===== src/rtl/i2s_audio_rx_pkg.sv =====
// Shared I2S audio constants, channel/state encodings and the stereo sample type.
package i2s_audio_rx_pkg;

    localparam int unsigned I2S_SLOT_WIDTH   = 32;
    localparam int unsigned I2S_SAMPLE_WIDTH = 16;
    localparam int unsigned I2S_SYNC_STAGES  = 2;

    typedef enum logic {
        CH_LEFT  = 1'b0,
        CH_RIGHT = 1'b1
    } chan_e;

    typedef enum logic {
        ST_UNLOCKED = 1'b0,
        ST_LOCKED   = 1'b1
    } rx_state_e;

    typedef struct packed {
        logic [I2S_SAMPLE_WIDTH-1:0] left;
        logic [I2S_SAMPLE_WIDTH-1:0] right;
    } stereo_sample_t;

endpackage


===== src/rtl/sync_edge_detect.sv =====
// N-stage synchronizer for WIDTH asynchronous lanes, with an optional
// registered rising-edge pulse on lane 0.
module sync_edge_detect #(
    parameter int unsigned WIDTH       = 1,
    parameter int unsigned STAGES      = 2,
    parameter bit          EDGE_DETECT = 1'b1
) (
    input  logic             clock,
    input  logic             reset,
    input  logic [WIDTH-1:0] i_async,
    output logic [WIDTH-1:0] o_sync,
    output logic             o_rise
);

    logic [WIDTH-1:0] r_sync [STAGES];

    always_ff @(posedge clock) begin
        if (reset) begin
            for (int unsigned i = 0; i < STAGES; i++) begin
                r_sync[i] <= '0;
            end
        end else begin
            r_sync[0] <= i_async;
            for (int unsigned i = 1; i < STAGES; i++) begin
                r_sync[i] <= r_sync[i-1];
            end
        end
    end

    assign o_sync = r_sync[STAGES-1];

    generate
        if (EDGE_DETECT) begin : g_edge
            logic r_dly;
            logic r_rise;

            always_ff @(posedge clock) begin
                if (reset) begin
                    r_dly  <= 1'b0;
                    r_rise <= 1'b0;
                end else begin
                    r_dly  <= o_sync[0];
                    r_rise <= o_sync[0] & ~r_dly;
                end
            end

            assign o_rise = r_rise;
        end else begin : g_no_edge
            assign o_rise = 1'b0;
        end
    endgenerate

endmodule


===== src/rtl/i2s_audio_rx.sv =====
// I2S receive deserializer: oversamples SCLK/LRCK/SDATA, recovers slot
// framing and presents left/right pairs with a one-cycle valid strobe.
module i2s_audio_rx
    import i2s_audio_rx_pkg::*;
#(
    parameter int unsigned SAMPLE_WIDTH = I2S_SAMPLE_WIDTH,
    parameter int unsigned SLOT_WIDTH   = I2S_SLOT_WIDTH,
    parameter int unsigned SYNC_STAGES  = I2S_SYNC_STAGES
) (
    input  logic                    clock,
    input  logic                    reset,
    input  logic                    i2s_sclk,
    input  logic                    i2s_lrck,
    input  logic                    i2s_sdata,
    output logic [SAMPLE_WIDTH-1:0] sample_left,
    output logic [SAMPLE_WIDTH-1:0] sample_right,
    output logic                    sample_valid,
    output logic                    locked,
    output logic                    framing_error
);

    localparam int unsigned      IDX_W    = $clog2(SLOT_WIDTH);
    localparam logic [IDX_W-1:0] IDX_LAST = IDX_W'(SLOT_WIDTH - 1);
    localparam logic [IDX_W-1:0] IDX_WORD = IDX_W'(SAMPLE_WIDTH - 1);

    logic w_tick;
    logic w_sclk_sync_unused;
    logic w_data_rise_unused;
    logic w_lrck_s;
    logic w_sdata_s;

    rx_state_e r_state;
    rx_state_e w_state_next;

    logic [IDX_W-1:0]        r_bit_idx;
    logic [SAMPLE_WIDTH-2:0] r_shift;
    logic [SAMPLE_WIDTH-1:0] r_left_hold;
    logic [SAMPLE_WIDTH-1:0] r_left;
    logic [SAMPLE_WIDTH-1:0] r_right;
    logic                    r_left_ok;
    logic                    r_prev_lrck;
    logic                    r_valid;
    logic                    r_ferr;
    chan_e                   r_cur_chan;

    logic [SAMPLE_WIDTH-1:0] w_word;
    logic w_change;
    logic w_data_tick;
    logic w_in_sample;
    logic w_word_done;
    logic w_overrun;
    logic w_short;

    sync_edge_detect #(
        .WIDTH      (1),
        .STAGES     (SYNC_STAGES),
        .EDGE_DETECT(1'b1)
    ) u_sclk_sync (
        .clock  (clock),
        .reset  (reset),
        .i_async(i2s_sclk),
        .o_sync (w_sclk_sync_unused),
        .o_rise (w_tick)
    );

    sync_edge_detect #(
        .WIDTH      (2),
        .STAGES     (SYNC_STAGES),
        .EDGE_DETECT(1'b0)
    ) u_data_sync (
        .clock  (clock),
        .reset  (reset),
        .i_async({i2s_lrck, i2s_sdata}),
        .o_sync ({w_lrck_s, w_sdata_s}),
        .o_rise (w_data_rise_unused)
    );

    // An LRCK change pre-empts any data handling on the same tick.
    assign w_change    = w_tick & (w_lrck_s != r_prev_lrck);
    assign w_data_tick = w_tick & ~w_change & (r_state == ST_LOCKED);
    assign w_in_sample = (32'(r_bit_idx) < SAMPLE_WIDTH);
    assign w_word_done = w_data_tick & (r_bit_idx == IDX_WORD);
    assign w_overrun   = w_data_tick & (r_bit_idx == IDX_LAST);
    assign w_short     = w_change & (r_state == ST_LOCKED) & (r_bit_idx != IDX_LAST);
    assign w_word      = {r_shift, w_sdata_s};

    always_ff @(posedge clock) begin
        if (reset) begin
            r_state <= ST_UNLOCKED;
        end else begin
            r_state <= w_state_next;
        end
    end

    always_comb begin
        w_state_next = r_state;
        if (w_change) begin
            w_state_next = ST_LOCKED;
        end
    end

    always_comb begin
        locked        = (r_state == ST_LOCKED);
        sample_left   = r_left;
        sample_right  = r_right;
        sample_valid  = r_valid;
        framing_error = r_ferr;
    end

    always_ff @(posedge clock) begin
        if (reset) begin
            r_bit_idx   <= '0;
            r_shift     <= '0;
            r_left_hold <= '0;
            r_left      <= '0;
            r_right     <= '0;
            r_left_ok   <= 1'b0;
            r_prev_lrck <= 1'b0;
            r_valid     <= 1'b0;
            r_ferr      <= 1'b0;
            r_cur_chan  <= CH_LEFT;
        end else begin
            r_valid <= 1'b0;
            r_ferr  <= w_short | w_overrun;
            if (w_change) begin
                r_bit_idx   <= '0;
                r_cur_chan  <= chan_e'(w_lrck_s);
                r_prev_lrck <= w_lrck_s;
                if (w_short) begin
                    r_left_ok <= 1'b0;
                end
            end else if (w_data_tick) begin
                if (w_in_sample) begin
                    r_shift <= w_word[SAMPLE_WIDTH-2:0];
                end
                if (w_word_done) begin
                    if (r_cur_chan == CH_LEFT) begin
                        r_left_hold <= w_word;
                        r_left_ok   <= 1'b1;
                    end else if (r_left_ok) begin
                        r_left    <= r_left_hold;
                        r_right   <= w_word;
                        r_valid   <= 1'b1;
                        r_left_ok <= 1'b0;
                    end
                end
                // Overrun holds the index at the last slot bit until LRCK moves.
                if (w_overrun) begin
                    r_left_ok <= 1'b0;
                end else begin
                    r_bit_idx <= r_bit_idx + 1'b1;
                end
            end
        end
    end

endmodule


===== config.mk =====
export PLATFORM = sky130hd
export DESIGN_NAME = i2s_audio_rx
export DESIGN_NICKNAME = d
export VERILOG_FILES = /design/src/rtl/i2s_audio_rx_pkg.sv /design/src/rtl/sync_edge_detect.sv /design/src/rtl/i2s_audio_rx.sv
export SDC_FILE = /design/constraint.sdc
export NUM_CORES = 1
export LEC_CHECK = 0
export BUFFER_PORTS_ARGS = -buffer_cell sky130_fd_sc_hd__buf_2
export CORE_MARGIN = 4
export CORE_UTILIZATION = 55
export DETAILED_ROUTE_END_ITERATION = 10
export GPL_ROUTABILITY_DRIVEN = 0
export GPL_TIMING_DRIVEN = 0
export PLACE_DENSITY = 0.76
export SETUP_SLACK_MARGIN = 0.3
export SYNTH_ARGS = -nofsm -noshare
export SYNTH_HDL_FRONTEND = slang
export SYNTH_SLANG_ARGS = --single-unit

===== constraint.sdc =====
create_clock -name clock -period 2.5 [get_ports clock]
set_input_delay 0.25 -clock clock [delete_from_list [all_inputs] [get_ports clock]]
set_output_delay 0.25 -clock clock [all_outputs]
set_load 0.01 [all_outputs]

==> results.json, run 1 <==
{
  "drt_iter0_drc": 138,
  "synth_edf_count": 0,
  "wl_per_cell_um": 12.3,
  "synthArstFlopShare_pct": 0,
  "status": "finished clean",
  "crit_required_ns": 2.70,
  "period_share_pct": 81.3,
  "dp.cells": 451,
  "final_net_count": 403,
  "yosys_warnings": 0,
  "die_h_um": 80.0,
  "crit_type": "flop to flop",
  "synth_fa_ha_area_share_pct": 1.32,
  "htreeDepth": 3,
  "arrival_ns": 2.24,
  "cp.depth": 9,
  "yosysMostFrequentCell": "nand2_1",
  "timing.rr.start": "r_bit_idx[1]",
  "path_buf_inv": 2,
  "place_hpwl_um": 4000,
  "grt_max_degree": 14,
  "io_pins": 40,
  "die_area_um2": 6400,
  "syn_inst": 345,
  "setup_viol": 0,
  "hold_viol": 0,
  "dr.pass1.iters": 4,
  "pwr-share-clk_pct": 41.0,
  "leakagePower_nw": 1.27,
  "postCtsSetupBuffers": 0,
  "portBuffers": 39,
  "synthTopCellsByCount": "130 x nand2_1, 81 x dfxtp_1, 65 x a21oi_1, 17 x clkbuf_1, 10 x nor2_1",
  "cpMostUsedCell": "ha_1",
  "start_kind": "flop",
  "crit_end": "sample_right[1]",
  "grt_setup_unrepaired": "no",
  "gr-usage-met1_pct": 26.7,
  "synth-xor-area-share_pct": 1.49,
  "place_ws_ns": 0.237,
  "cts_buffers": 9,
  "vias": 2365,
  "clockRootBuffer": "clkbuf_8",
  "max_freq_ghz": 0.492,
  "muxShareOfSynthArea_pct": 0.703,
  "diodes": 0,
  "synth_seq_cells": 81,
  "setup_slack_ns": 0.467,
  "maxSlewHeadroom_pct": 61.3,
  "synth-seq-area-share_pct": 56.9,
  "finalMaxSlewViolations": 0,
  "r2r_end": "sample_right[1]",
  "swShare_pct": 21.0,
  "rrSetupSlack_ns": 0.47,
  "clock-sinks": 81,
  "fin_crit_ns": 2.03,
  "grt-ovfl-total": 0,
  "endpoint_kind": "flop",
  "cp_max_fo": 10,
  "cp-startpoint": "r_bit_idx[1]",
  "critPathSlowestCell": "dfxtp_1",
  "critPathTopFamily": "simple AND/OR/NAND/NOR gates",
  "max_slew.worst_pin.slew_ns": 0.576,
  "holdCritPathClass": "primary input to flop",
  "grt_use_met2_pct": 30.3,
  "fin_tns_setup_ns": 0,
  "synth-compound-area-share_pct": 12.6,
  "coreArea_um2": 4880,
  "routed_wl_um": 5770,
  "die_w_um": 80.0,
  "crit_chain": "ha_1 -> and3_1 -> ha_1 -> nand3_2 -> or2_2 -> clkbuf_2 -> buf_2 -> nand2_1 -> a21oi_1",
  "synth_top_cell_by_area": "dfxtp_1",
  "syn_nets": 353,
  "grt_pass1_wl_um": 10000,
  "switchingPower_uw": 475,
  "synth-simple-area-share_pct": 23.5,
  "finalNonFillerCells": 467,
  "irDropWorstVdd_mv": 0.468,
  "cts_buffer_depth": 2,
  "drv_cap": 0,
  "grt_pass1_vias": 2302,
  "syn-cell-area_um2": 2850,
  "detail_route.vias_per_cell": 5.06,
  "max_stage_delay_ns": 0.36,
  "fp-row-count": 25,
  "combPwrFrac_pct": 1.7,
  "yosysUniqueCellTypes": 27,
  "area_delta_synth_final_pct": 17.8,
  "grtUsageMet3_pct": 3.95,
  "grtUsageTotal_pct": 19.9,
  "intPower_mw": 1.79,
  "synth_top_area_share_pct": 56.9,
  "ant_nets": 0,
  "grt_busiest_layer": "met2",
  "reg2reg_depth": 9,
  "antenna_found_initial": 0,
  "drcViolationCount": 0,
  "cts_tree": "done",
  "cts.clk_slew.worst_paths_ns": 0.08,
  "synth_top_family_by_area": "simple AND/OR/NAND/NOR gates",
  "drive_gt1_share_pct": 18.3,
  "finClkSkew_ns": 0.00598,
  "initial_core_util_pct": 58.4,
  "post-route-util_pct": 68.8,
  "clk-insertion-delay-late_ns": 0.33,
  "synth_area_leaders": "dfxtp_1 57%, nand2_1 17%, a21oi_1 11%",
  "synthFlopType": "dfxtp_1",
  "p_per_area_nw_per_um2": 675,
  "pwr-share-seq_pct": 57.3,
  "syn_area_per_cell_um2": 8.26
}
==> power by group through the flow <==
stage	Combinational [mW]	Sequential, mW	Clock [mW]
after floorplan	0.0248	1.33	0
after detailed placement	0.0380	1.33	0
after global routing	0.0422	1.30	1.00
final	0.0378	1.30	0.929
after CTS	0.0380	1.30	0.949
after global placement	0.0375	1.33	0
==> registers in the layout, indices dropped and copies added (netlist names) <==
register,count
sample_right,16
u_sclk_sync.g_edge.r_dly,1
r_left_hold,16
u_data_sync.r_sync,4
r_shift,15
r_cur_chan,1
u_sclk_sync.r_sync,2
sample_left,16
u_sclk_sync.o_rise,1
locked,1
framing_error,1
sample_valid,1
r_bit_idx,5
r_left_ok,1
==> how the worst min path moves through the flow <==
stage	to	from	slack [ns]	cells past startpoint
3_5_place_dp	u_sclk_sync.o_rise	u_sclk_sync.g_edge.r_dly	0.38	1
3_3_place_gp	u_sclk_sync.o_rise	u_sclk_sync.g_edge.r_dly	0.37	1
5_1_grt	u_sclk_sync.g_edge.r_dly	reset	0.09	2
6_report	u_sclk_sync.g_edge.r_dly	reset	0.10	2
2_1_floorplan	u_sclk_sync.g_edge.r_dly	reset	0.33	1
4_1_cts	u_sclk_sync.g_edge.r_dly	reset	0.09	2
==> what timing repair did <==
action | CTS | global route
gates resized for setup | 2 | 26
endpoints found under the setup margin | 17 | 40
hold buffers | 0 | 0
==> cell families after synthesis <==
group,count (synthesis)
DFF,81
adders and majority gates,3
and+or+nand+nor,163
xor gates and xnor gates,4
muxes,2
buffers and inverters,23
AOI/OAI and AO/OA,69
==> routing by layer <==
layer	vias up	part of all wire, %
met2	79	43
li1	1221	-
met4	0	2.3
met3	13	6.3
met1	1052	49
met5	-	0
==> layout by cell type, fill, tap and decap left out, types with 2 or more instances in the layout <==
cell	instances
nand2_1	130
dfxtp_1	80
a21oi_1	65
buf_2	40
clkbuf_8	10
clkbuf_1	9
nor2_1	9
nor2b_1	8
clkbuf_2	5
buf_4	3
xnor2_1	3
ha_1	3
inv_1	2
nand3_1	2
nor3_2	2
or3_1	2
nor4_1	2
clkbuf_4	2
nor3_1	2
mux2i_1	2
clkinv_2	2
clkinvlp_4	2
==> final cells by class <==
| type | count | area [um^2] |
|---|---|---|
| clock buffer | 11 | 141 |
| tap | 67 | 83.8 |
| buffer | 21 | 113 |
| timing repair buffer | 39 | 195 |
| inverter | 2 | 7.51 |
| sequential | 81 | 1620 |
| multi-input combinational | 241 | 1140 |
| clock inverter | 5 | 55.1 |
| fill | 409 | 1520 |
==> metrics by stage <==
stage,instance area [um^2],hold WS [ns],power (mW)
after detailed placement,3130,0.375,1.37
after floorplan,2850,0.329,1.35
final,3360,0.101,2.26
after global routing,3360,0.0906,2.34
after CTS,3330,0.0897,2.29
after global placement,3130,0.371,1.37
No activity file was read; power rests on OpenSTA's default activity.
==> inputs of run 2 (changes only) <==
Settings changed: ABC_AREA set to 1, CORE_UTILIZATION 55 to 51, PLACE_DENSITY 0.76 to 0.74.
Clock period 2.5 ns to 1.8 ns, I/O delays scaled along.
==> results.json, run 2 <==
{
  "period_share_pct": 92.4,
  "cts_buffer_depth": 2,
  "htreeDepth": 3,
  "layout_commonest_cell": "dfxtp_1",
  "finalMaxSlewViolations": 0,
  "syn_inst": 369,
  "syn-cell-area_um2": 3030,
  "grt_setup_unrepaired": "yes",
  "grt_pass1_wl_um": 11100,
  "grt_max_degree": 15,
  "seq_area_um2": 1630,
  "synth-seq-area-share_pct": 53.6,
  "mostFrequentLayoutCells": "77 x dfxtp_1, 63 x nor2_1, 43 x nand2_1",
  "synthFlopType": "dfxtp_1",
  "wl_per_cell_um": 12.7,
  "ant_nets": 0,
  "fin_tns_setup_ns": 0,
  "clk-insertion-delay-late_ns": 0.35,
  "grt_pass1_vias": 2438,
  "max_slew.worst_pin.slew_ns": 0.519,
  "leakagePower_nw": 1.68,
  "yosysUniqueCellTypes": 27,
  "final_area_um2": 3680,
  "grt-ovfl-total": 0,
  "grtUsageTotal_pct": 18.8,
  "holdCritPathClass": "primary input to flop",
  "endpoint_kind": "flop",
  "clockRootBuffer": "clkbuf_8",
  "hold_viol": 0,
  "die_w_um": 85.0,
  "drive_gt1_share_pct": 26.5,
  "setup_slack_ns": 0.137,
  "routed_wl_um": 6370,
  "finClkSkew_ns": 0.0124,
  "synth_area_leaders": "dfxtp_1 54%, nor2_1 10%, a21oi_1 5.8%",
  "crit_required_ns": 2.04,
  "setup_viol": 0,
  "die_h_um": 85.0,
  "p_per_area_nw_per_um2": 844,
  "coreArea_um2": 5640,
  "fp-row-count": 27,
  "area_delta_synth_final_pct": 21.7,
  "cp_max_fo": 10,
  "portBuffers": 38,
  "io_pins": 40,
  "nFillCells": 472,
  "detail_route.vias_per_cell": 5.03,
  "initial_core_util_pct": 53.6,
  "synthTopCellsByCount": "81 x dfxtp_1, 81 x nor2_1, 46 x nand2_1, 35 x a21oi_1, 34 x nand3_1",
  "cts_tree": "done",
  "arrival_ns": 1.91,
  "yosys_warnings": 0,
  "synth_top_cell_by_area": "dfxtp_1",
  "drv_cap": 0,
  "start_kind": "flop",
  "syn_nets": 377,
  "cts.clk_slew.worst_paths_ns": 0.08,
  "final_net_count": 434,
  "diodes": 0,
  "drcViolationCount": 0,
  "synth_seq_cells": 81,
  "die_area_um2": 7230,
  "vias": 2529,
  "dr.pass1.iters": 4,
  "place_hpwl_um": 4280,
  "status": "finished clean",
  "cts_buffers": 9,
  "multiInputGateArea_um2": 1260,
  "clock-sinks": 81,
  "crit_type": "flop to flop",
  "place_ws_ns": 0.0456,
  "synth_top_area_share_pct": 53.6,
  "synthArstFlopShare_pct": 0,
  "irDropWorstVdd_mv": 0.513,
  "hold_ws_ns": 0.0222,
  "maxSlewHeadroom_pct": 65.4,
  "fin_crit_ns": 1.66,
  "max_freq_ghz": 0.601,
  "drt_iter0_drc": 115,
  "place_area_um2": 3330,
  "antenna_found_initial": 0,
  "syn_area_per_cell_um2": 8.20,
  "synth_edf_count": 0
}
==> run 2: cell types whose count changed in the layout (fill, tap and decap cells not counted), moves of 15 or more <==
cell / change
a21oi_1: -30
nand2_1: -87
nand3_1: +32
nor2_1: +54
nor2_2: +15
o21ai_0: +30
==> run 2: power breakdown <==
group / total (mW) / internal, mW / switching, mW / leakage, nW
Combinational: 0.0610 / 0.0156 / 0.0454 / 0.930
Clock: 1.25 / 0.581 / 0.665 / 0.0919
Sequential: 1.80 / 1.80 / 0.00548 / 0.656
==> run 2: per-layer routing <==
| metal | vias to the layer above | GRT usage, % | part of all wire [%] |
|---|---|---|---|
| li1 | 1315 | - | - |
| met1 | 1156 | 24.4 | 48 |
| met2 | 51 | 29.2 | 46 |
| met3 | 7 | 5.34 | 5.4 |
| met4 | 0 | 7.77 | 1.4 |
| met5 | - | 0 | 0 |
==> run 2: path summary, 6_finish.rpt <==
kind                             from                        to  slack (ns)  depth (start not counted)
max                      r_bit_idx[0]            sample_left[7]        0.14                         10
min                         i2s_sdata  u_data_sync.r_sync[0][0]        0.02                          3
max reg2reg              r_bit_idx[0]            sample_left[7]        0.14                         10
min reg2reg  u_sclk_sync.g_edge.r_dly        u_sclk_sync.o_rise        0.39                          1
==> run 2: final cells by class <==
type / instances / share of cell area (%)
well taps: 72 / 2.45
inverters: 21 / 2.55
clock buffers: 11 / 4.11
flip-flops and latches: 81 / 44.2
multi-input cells: 247 / 34.2
repair buffers: 46 / 6.79
clock inverters: 5 / 1.02
plain buffers: 20 / 4.76
==> run 2: cell families after synthesis <==
logic type      count (synthesis)  share of synthesized area (%)
simple gates                  170                           24.5
flops                          81                           53.6
compound gates                 72                           12.2
buf+inv                        41                           7.90
fa+ha+maj                       3                           1.24
xor+xnor                        2                          0.579
==> run 2: repair_timing <==
| action | in CTS | in global routing |
|---|---|---|
| setup endpoints to repair | 52 | 64 |
| pin swaps | 5 | 4 |
| gates resized for setup | 17 | 14 |
| setup buffers | 6 | 2 |
| hold buffers | 0 | 0 |
==> run 2: through the flow <==
step / total power, mW / instances / utilization (%)
6_report: 3.11 / 503 / 65.3
5_1_grt: 3.23 / 503 / 65.3
2_1_floorplan: 1.89 / 369 / -
4_1_cts: 3.14 / 501 / 64.2
3_5_place_dp: 1.91 / 479 / 59.1
3_3_place_gp: 1.91 / 479 / 59.1
==> run 2: worst max-delay path, cell delays in order (launching register included) <==
cell and delay (ns):
dfxtp_2 0.35, ha_4 0.15, nand2_4 0.05, nor2_4 0.15, ha_4 0.15, nand3_4 0.12
nor2_8 0.22, inv_6 0.07, buf_8 0.15, nor2_1 0.09, nor2_1 0.05
